<file path="config.mk">
export PLATFORM = sky130hd
export DESIGN_NAME = screen_painter_flat
export DESIGN_NICKNAME = d
export VERILOG_FILES = /design/src/rtl/screen_pkg.sv /design/src/rtl/screen_painter_if.sv /design/src/rtl/raster_counter.sv /design/src/rtl/screen_painter.sv /design/src/flat_wrapper.sv
export SDC_FILE = /design/constraint.sdc
export NUM_CORES = 1
export LEC_CHECK = 0
export BUFFER_PORTS_ARGS = -buffer_cell sky130_fd_sc_hd__buf_2
export CORE_UTILIZATION = 50
export DETAILED_ROUTE_END_ITERATION = 10
export MAX_ROUTING_LAYER = met4
export PLACE_DENSITY = 0.71
export SKIP_CTS_REPAIR_TIMING = 1
export SYNTH_ARGS = -nofsm -noshare
export SYNTH_HDL_FRONTEND = slang
export SYNTH_HIERARCHICAL = 1
export SYNTH_SLANG_ARGS = --single-unit
</file>
<file path="constraint.sdc">
create_clock -name clk -period 2.84 [get_ports clk]
set_clock_uncertainty 0.15 [all_clocks]
set_input_delay 0.568 -clock clk [delete_from_list [all_inputs] [get_ports clk]]
set_output_delay 0.568 -clock clk [all_outputs]
set_load 0.05 [all_outputs]
</file>
<file path="src/rtl/screen_pkg.sv">
// Shared types and default constants for the screen painter block.
package screen_pkg;

  localparam int DEF_H_RES    = 160;
  localparam int DEF_V_RES    = 120;
  localparam int DEF_COLOUR_W = 3;

  typedef enum logic [1:0] {
    MODE_BLACK    = 2'd0,
    MODE_TITLE    = 2'd1,
    MODE_GAMEOVER = 2'd2,
    MODE_FLASH    = 2'd3
  } mode_e;

  typedef enum logic [1:0] {
    ST_IDLE  = 2'd0,
    ST_DRAW  = 2'd1,
    ST_FLUSH = 2'd2,
    ST_DONE  = 2'd3
  } state_e;

  function automatic int addr_width(input int h_res, input int v_res);
    return $clog2(h_res * v_res);
  endfunction

endpackage

</file>
<file path="src/rtl/screen_painter_if.sv">
// Frame request, image ROM and pixel plot signals of the screen painter.
interface screen_painter_if
  import screen_pkg::*;
#(
  parameter int H_RES    = DEF_H_RES,
  parameter int V_RES    = DEF_V_RES,
  parameter int COLOUR_W = DEF_COLOUR_W
);
  localparam int XW = $clog2(H_RES);
  localparam int YW = $clog2(V_RES);
  localparam int AW = addr_width(H_RES, V_RES);

  logic                start;
  logic [1:0]          mode;
  logic [AW-1:0]       rom_addr;
  logic [COLOUR_W-1:0] rom_data;
  logic [XW-1:0]       x;
  logic [YW-1:0]       y;
  logic [COLOUR_W-1:0] colour;
  logic                plot;
  logic                busy;
  logic                done;

  // Host side: requests frames and supplies ROM data.
  modport master (
    output start, mode, rom_data,
    input  rom_addr, x, y, colour, plot, busy, done
  );

  // Painter side.
  modport slave (
    input  start, mode, rom_data,
    output rom_addr, x, y, colour, plot, busy, done
  );

endinterface

</file>
<file path="src/rtl/raster_counter.sv">
// Raster-order x/y/address counters with column wrap and last-pixel flag.
module raster_counter #(
  parameter int H_RES = 160,
  parameter int V_RES = 120
) (
  input  logic                                clk,
  input  logic                                rst,
  input  logic                                clr,
  input  logic                                en,
  output logic [$clog2(H_RES)-1:0]            x,
  output logic [$clog2(V_RES)-1:0]            y,
  output logic [$clog2(H_RES*V_RES)-1:0]      addr,
  output logic                                last
);
  localparam int XW = $clog2(H_RES);
  localparam int YW = $clog2(V_RES);
  localparam logic [XW-1:0] X_MAX = XW'(H_RES - 1);
  localparam logic [YW-1:0] Y_MAX = YW'(V_RES - 1);

  logic [XW-1:0] x_reg;
  logic [YW-1:0] y_reg;
  logic [$clog2(H_RES*V_RES)-1:0] addr_reg;

  assign x    = x_reg;
  assign y    = y_reg;
  assign addr = addr_reg;
  assign last = (x_reg == X_MAX) && (y_reg == Y_MAX);

  // The address is a plain running count, so no multiply of y by H_RES is needed.
  always_ff @(posedge clk) begin
    if (rst || clr) begin
      x_reg    <= '0;
      y_reg    <= '0;
      addr_reg <= '0;
    end else if (en) begin
      addr_reg <= last ? '0 : addr_reg + 1'b1;
      if (x_reg == X_MAX) begin
        x_reg <= '0;
        y_reg <= (y_reg == Y_MAX) ? '0 : y_reg + 1'b1;
      end else begin
        x_reg <= x_reg + 1'b1;
      end
    end
  end

endmodule

</file>
<file path="src/rtl/screen_painter.sv">
// Paints one full frame per request from an external image ROM or a solid colour.
// Optional flashing mode 3 is built when SCREEN_PAINTER_FLASH_EN is defined.
module screen_painter
  import screen_pkg::*;
#(
  parameter int                  H_RES       = DEF_H_RES,
  parameter int                  V_RES       = DEF_V_RES,
  parameter int                  COLOUR_W    = DEF_COLOUR_W,
  parameter logic [COLOUR_W-1:0] FILL_COLOUR = 3'b100,
  parameter logic [COLOUR_W-1:0] BG_COLOUR   = 3'b000,
  parameter logic [COLOUR_W-1:0] KEY_COLOUR  = 3'b100
) (
  input  logic            clk,
  input  logic            rst,
  screen_painter_if.slave bus
);
  localparam int XW = $clog2(H_RES);
  localparam int YW = $clog2(V_RES);
  localparam int AW = addr_width(H_RES, V_RES);

  state_e              state_reg;
  mode_e               mode_reg;
  logic                issued_all_reg;
  logic                plot_reg;
  logic                busy_reg;
  logic                done_reg;
  logic [XW-1:0]       x_reg;
  logic [YW-1:0]       y_reg;
  logic [COLOUR_W-1:0] colour_hold_reg;
  logic [COLOUR_W-1:0] pixel_colour;

  logic                cnt_clr;
  logic                cnt_en;
  logic                cnt_last;
  logic [XW-1:0]       cnt_x;
  logic [YW-1:0]       cnt_y;
  logic [AW-1:0]       cnt_addr;
  logic                flash_phase;
  logic                flash_sub;

  assign cnt_clr = (state_reg == ST_IDLE) && bus.start;
  assign cnt_en  = (state_reg == ST_DRAW) && !issued_all_reg;

  raster_counter #(
    .H_RES (H_RES),
    .V_RES (V_RES)
  ) u_raster (
    .clk  (clk),
    .rst  (rst),
    .clr  (cnt_clr),
    .en   (cnt_en),
    .x    (cnt_x),
    .y    (cnt_y),
    .addr (cnt_addr),
    .last (cnt_last)
  );

`ifdef SCREEN_PAINTER_FLASH_EN
  logic phase_reg;

  always_ff @(posedge clk) begin
    if (rst) begin
      phase_reg <= 1'b0;
    end else if (state_reg == ST_FLUSH && mode_reg == MODE_FLASH) begin
      phase_reg <= ~phase_reg;
    end
  end

  assign flash_phase = phase_reg;
`else
  assign flash_phase = 1'b0;
`endif

  assign flash_sub = flash_phase && (bus.rom_data == KEY_COLOUR);

  always_comb begin
    pixel_colour = bus.rom_data;
    case (mode_reg)
      MODE_BLACK:    pixel_colour = BG_COLOUR;
      MODE_TITLE:    pixel_colour = bus.rom_data;
      MODE_GAMEOVER: pixel_colour = FILL_COLOUR;
      MODE_FLASH:    pixel_colour = flash_sub ? BG_COLOUR : bus.rom_data;
      default:       pixel_colour = bus.rom_data;
    endcase
  end

  // DRAW keeps one extra cycle after the last address so the final pixel
  // drains through the ROM stage before FLUSH and DONE.
  always_ff @(posedge clk) begin
    if (rst) begin
      state_reg       <= ST_IDLE;
      mode_reg        <= MODE_BLACK;
      issued_all_reg  <= 1'b0;
      plot_reg        <= 1'b0;
      busy_reg        <= 1'b0;
      done_reg        <= 1'b0;
      x_reg           <= '0;
      y_reg           <= '0;
      colour_hold_reg <= '0;
    end else begin
      plot_reg <= cnt_en;
      done_reg <= 1'b0;
      if (cnt_en) begin
        x_reg <= cnt_x;
        y_reg <= cnt_y;
      end
      if (plot_reg) begin
        colour_hold_reg <= pixel_colour;
      end
      case (state_reg)
        ST_IDLE: begin
          if (bus.start) begin
            mode_reg       <= mode_e'(bus.mode);
            issued_all_reg <= 1'b0;
            busy_reg       <= 1'b1;
            state_reg      <= ST_DRAW;
          end
        end
        ST_DRAW: begin
          if (issued_all_reg) begin
            state_reg <= ST_FLUSH;
          end else if (cnt_last) begin
            issued_all_reg <= 1'b1;
          end
        end
        ST_FLUSH: begin
          busy_reg  <= 1'b0;
          done_reg  <= 1'b1;
          state_reg <= ST_DONE;
        end
        ST_DONE: begin
          state_reg <= ST_IDLE;
        end
        default: state_reg <= ST_IDLE;
      endcase
    end
  end

  assign bus.rom_addr = cnt_addr;
  assign bus.x        = x_reg;
  assign bus.y        = y_reg;
  assign bus.plot     = plot_reg;
  assign bus.busy     = busy_reg;
  assign bus.done     = done_reg;
  assign bus.colour   = plot_reg ? pixel_colour : colour_hold_reg;

endmodule

</file>
<file path="src/flat_wrapper.sv">
// flat-port wrapper written by rule: the top's interface ports become plain ports
module screen_painter_flat import screen_pkg::*;
#(
  parameter int                  H_RES       = DEF_H_RES,
  parameter int                  V_RES       = DEF_V_RES,
  parameter int                  COLOUR_W    = DEF_COLOUR_W,
  parameter logic [COLOUR_W-1:0] FILL_COLOUR = 3'b100,
  parameter logic [COLOUR_W-1:0] BG_COLOUR   = 3'b000,
  parameter logic [COLOUR_W-1:0] KEY_COLOUR  = 3'b100
)
  (clk, rst, bus_start, bus_mode, bus_rom_data, bus_rom_addr, bus_x, bus_y, bus_colour, bus_plot, bus_busy, bus_done);
  screen_painter_if #(.H_RES(H_RES), .V_RES(V_RES), .COLOUR_W(COLOUR_W)) bus_i ();
  input  logic clk;
  input  logic rst;
  input wire logic [$bits(bus_i.start)-1:0] bus_start;
  input wire logic [$bits(bus_i.mode)-1:0] bus_mode;
  input wire logic [$bits(bus_i.rom_data)-1:0] bus_rom_data;
  output wire logic [$bits(bus_i.rom_addr)-1:0] bus_rom_addr;
  output wire logic [$bits(bus_i.x)-1:0] bus_x;
  output wire logic [$bits(bus_i.y)-1:0] bus_y;
  output wire logic [$bits(bus_i.colour)-1:0] bus_colour;
  output wire logic [$bits(bus_i.plot)-1:0] bus_plot;
  output wire logic [$bits(bus_i.busy)-1:0] bus_busy;
  output wire logic [$bits(bus_i.done)-1:0] bus_done;
  assign bus_i.start = bus_start;
  assign bus_i.mode = bus_mode;
  assign bus_i.rom_data = bus_rom_data;
  assign bus_rom_addr = bus_i.rom_addr;
  assign bus_x = bus_i.x;
  assign bus_y = bus_i.y;
  assign bus_colour = bus_i.colour;
  assign bus_plot = bus_i.plot;
  assign bus_busy = bus_i.busy;
  assign bus_done = bus_i.done;
  screen_painter #(.H_RES(H_RES), .V_RES(V_RES), .COLOUR_W(COLOUR_W), .FILL_COLOUR(FILL_COLOUR), .BG_COLOUR(BG_COLOUR), .KEY_COLOUR(KEY_COLOUR)) u_core (.clk(clk), .rst(rst), .bus(bus_i));
endmodule
</file>
==> impl_summary.md <==
Placement
Input and output buffers added on the ports amount to between 40 and 50. Routability-driven placement finished with a final weighted congestion of just over 0.8. The wire-length estimate of the detail-placed layout is about 3300 um.

Die
After floorplanning, the core was divided into 24 placement rows. The initial utilization of the core area, before any placement, comes to 0.536. The area inside the core boundary is 4470 um2. The overall die width is between 70 and 80 um. The die covers approximately 5100 um2. The die outline height is 71.3 um. In this run the count of I/O pins placed on the die edge is 44.

STA
The time the final worst path needs with I/O delays and setup is approximately 2.4 ns. The worst slew slack as a fraction of its limit is 0.515. The fmax is 424 MHz. The number of max-slew violations in the final report is 0. The worst hold margin is about 0.3 ns. The hold violation count in the final report is 0.

The share of the cycle needed by the critical path after routing is 0.831. The final number of setup-violating endpoints is 0. The setup TNS after final layout is 0 ns. Setup repair after global routing left no endpoint under its margin.

At the pin with the least slew margin, the transition time is approximately 0.73 ns.

Yosys
In this run, synthesis inferred 0 flip-flops with an integrated enable. The netlist uses 36 different library cells. Ranked by total cell area, the synthesized netlist is headed by dfxtp_1 47%, nand2_1 6.3%, a21oi_1 5.6%. The share of synthesized registers carrying an async set or reset is 0. The share of the Yosys chip area taken by registers is 0.467.

The number of warning messages in the yosys log is 6. In the synthesized netlist the dominant register cell turns out to be dfxtp_1. After synthesis the netlist holds a flip-flop and latch count of 56.

dfxtp_1 takes more of the synthesized area than any other cell. The share of the synthesized area in the top cell type is 0.467. When the netlist entered floorplanning its net count stood at around 290. A synthesized cell averages 8.60 um2. The summed instance area of the synthesized netlist is 2400 um2. The cell count after synthesis came out at 279.

Run status
The flow ran to the end, but the final reports show violations. The checks that failed: design-rule violations.

Global route
The first global-routing pass estimated 7760 um of wire. The via count of the first global-routing pass is between 1.5k and 2k. The met2 layer usage reported by global route is 0.302. The global routing met1 resource utilization is 0.257. The total track usage is 0.200. Entering global routing, the biggest net connects 33 pins. The layer flagged by global routing as most heavily used is met2. The number of antenna violations at the first check in global routing is 0.

Global routing finished with a remaining overflow of 0. In the global route stage, met3 resource usage came out at 0.0394.

Worst setup path
Walking the worst path, the cells encountered are inv_1, ha_1, nand2b_1, inv_4, nand4_2, o31ai_4, nor2_1. Data arrives at the worst endpoint at 2.39 ns. Broken down by cell family, the worst path's largest delay share belongs to compound AO/OA/AOI/OAI gates.

The startpoint of the most critical register-to-register path is u_core/state_reg[1]$_SDFFE_PP0P_. The worst reg2reg path depth is 7. The type of the setup path with the least slack is register to register. The register-to-register setup slack is approximately 0.48 ns. The worst setup path is launched from a register. The required time at the endpoint of the critical path is 2.87 ns. The worst stage delay on the critical path is 0.67 ns. The slowest stage of the critical path belongs to the cell o31ai_4. The critical path capture point type is a register.

The launching element of the worst setup path is u_core/state_reg[1]$_SDFFE_PP0P_. The capturing point of the worst reg2reg path is u_core/u_raster/addr[4]$_SDFFE_PP0P_. The critical path contains buffers and inverters numbering 2 combined. The highest fanout seen on the critical path is 32.

Route
The final layout contains routed wiring with a total length of about 4600 um. Dividing the detail-routed wire length by the instance count gives 12.5 um. The via total after detailed routing is roughly 1.9k.

The detailed-route vias per instance is around 5.2. The remaining antenna violation count is 0. For this block, the initial DRC count from the detailed router was between 100 and 150. The count of TritonRoute iterations in the first routing pass is 7. The residual DRC count is 3.

Clocking
The cell sitting at the root of the clock tree is a clkbuf_8. The insertion delay of the later-clocked pin in the worst-skew pair is approximately 0.31 ns. The clock sink total is 56. TritonCTS built the clock tree. The number of buffers created by CTS is 5. After clock tree synthesis, the clock-pin slew on the worst setup and hold paths is ~0.090 ns. Counting along the longest clock path gives a buffer depth of 2.

The H-tree depth reported by CTS is 2.

Final layout
At the end of the flow, the number of nets in the layout was approximately 330. After filler insertion, the fill cell instance count of the layout stands at roughly 420. In the final layout, flip-flops and latches occupy 1120 um2. Leaving out fill and tap cells, the most frequent cells in the layout are 56 x dfxtp_1, 43 x buf_2, 40 x nand2_1, 32 x nor2_1, 27 x a21oi_1. The repair_antennas step left the layout with diodes totalling 0. The flip-flop count of the largest register after layout is 15. The synthesis-to-layout area growth is 13.4%.

The area taken by multi-input logic gates is around 1200 um2. Of the cells placed in the final design, the portion with a size suffix greater than 1 is 0.191. Leaving out fill and tap cells, the most frequent cell in the layout is dfxtp_1.

Power
The analysis attributes to cell leakage a power of about 1.1 nW. The worst-case IR drop observed on VDD is approximately 0.36 mV. For this design the ratio of total power to cell area is 642 nW/um2.

Min path
The startpoint identified for the worst hold timing path is u_core/bus.y[0]$_SDFFE_PP0P_. The path with the worst hold slack has its endpoint at u_core/bus.y[0]$_SDFFE_PP0P_. Counting instances, the worst hold path has a depth of 2. The path category of the worst min-delay check is register to register.

Run
The count of maximum capacitance violations is 0.
==> power breakdown <==
| group | leakage (nW) | internal (mW) | switching, mW |
|---|---|---|---|
| Clock | 0.0510 | 0.195 | 0.246 |
| Combinational | 0.556 | 0.124 | 0.317 |
| Sequential | 0.452 | 0.829 | 0.0355 |
| Total | 1.06 | 1.15 | 0.599 |
==> worst register-to-register path: stages, from the launching register on <==
cell and delay (ns):
dfxtp_1 0.34, inv_1 0.10, ha_1 0.20, nand2b_1 0.12
inv_4 0.26, nand4_2 0.29, o31ai_4 0.67, nor2_1 0.12
==> metrics by stage <==
step,cells,area [um2],util,worst slack (ns),power (mW)
detailed placement,364,2630,0.588,0.474,1.32
global route,372,2720,0.608,0.234,1.85
global placement,364,2630,0.588,0.586,1.31
finish,372,2720,0.608,0.479,1.75
CTS,372,2720,0.608,0.469,1.77
floorplan,279,2400,-,0.404,1.24
==> final cells by class <==
| type | instances | share of cell area |
|---|---|---|
| clock inverter | 2 | 0.00368 |
| sequential | 56 | 0.412 |
| clock buffer | 6 | 0.0303 |
| inverter | 10 | 0.0147 |
| tap | 52 | 0.0239 |
| multi-input combinational | 201 | 0.431 |
| timing repair buffer | 45 | 0.0846 |
==> cells in the mapped netlist (5+ instances only) <==
master and n:
buf_2 5, nor3_1 5, nand4_1 7, dfxtp_1 56, nor2_1 32, nand3_1 15, inv_1 9, a21oi_1 27
xnor2_1 13, xor2_1 9, clkbuf_1 5, nand2_1 40, ha_1 7, o21ai_0 9, nor2b_1 5
==> worst max path at each step <==
stage                                                end  slack (ns)  cells after the start
floorplan                                  bus_colour[1]        0.40                      1
global placement       u_core/u_raster/y[0]$_SDFFE_PP0P_        0.59                      7
detailed placement  u_core/u_raster/addr[4]$_SDFFE_PP0P_        0.47                      7
CTS                 u_core/u_raster/addr[4]$_SDFFE_PP0P_        0.47                      7
global route        u_core/u_raster/addr[7]$_SDFFE_PP0P_        0.23                      7
finish              u_core/u_raster/addr[4]$_SDFFE_PP0P_        0.48                      7
==> logic make-up after synthesis <==
| kind of cell | count (synthesis) | share of synthesized area |
|---|---|---|
| AOI/OAI and AO/OA | 40 | 0.0938 |
| xor gates and xnor gates | 22 | 0.0803 |
| adders and majority gates | 7 | 0.0365 |
| buffers and inverters | 22 | 0.0443 |
| DFF | 56 | 0.467 |
| muxes | 4 | 0.0167 |
| and+or+nand+nor | 128 | 0.261 |
==> per-layer routing <==
layer,wire [um],up-vias
met2,2210,30
met4,59,0
met1,2240,889
met3,132,5
met5,0,-
li1,-,1016
Power figures use the tool's default switching activity.
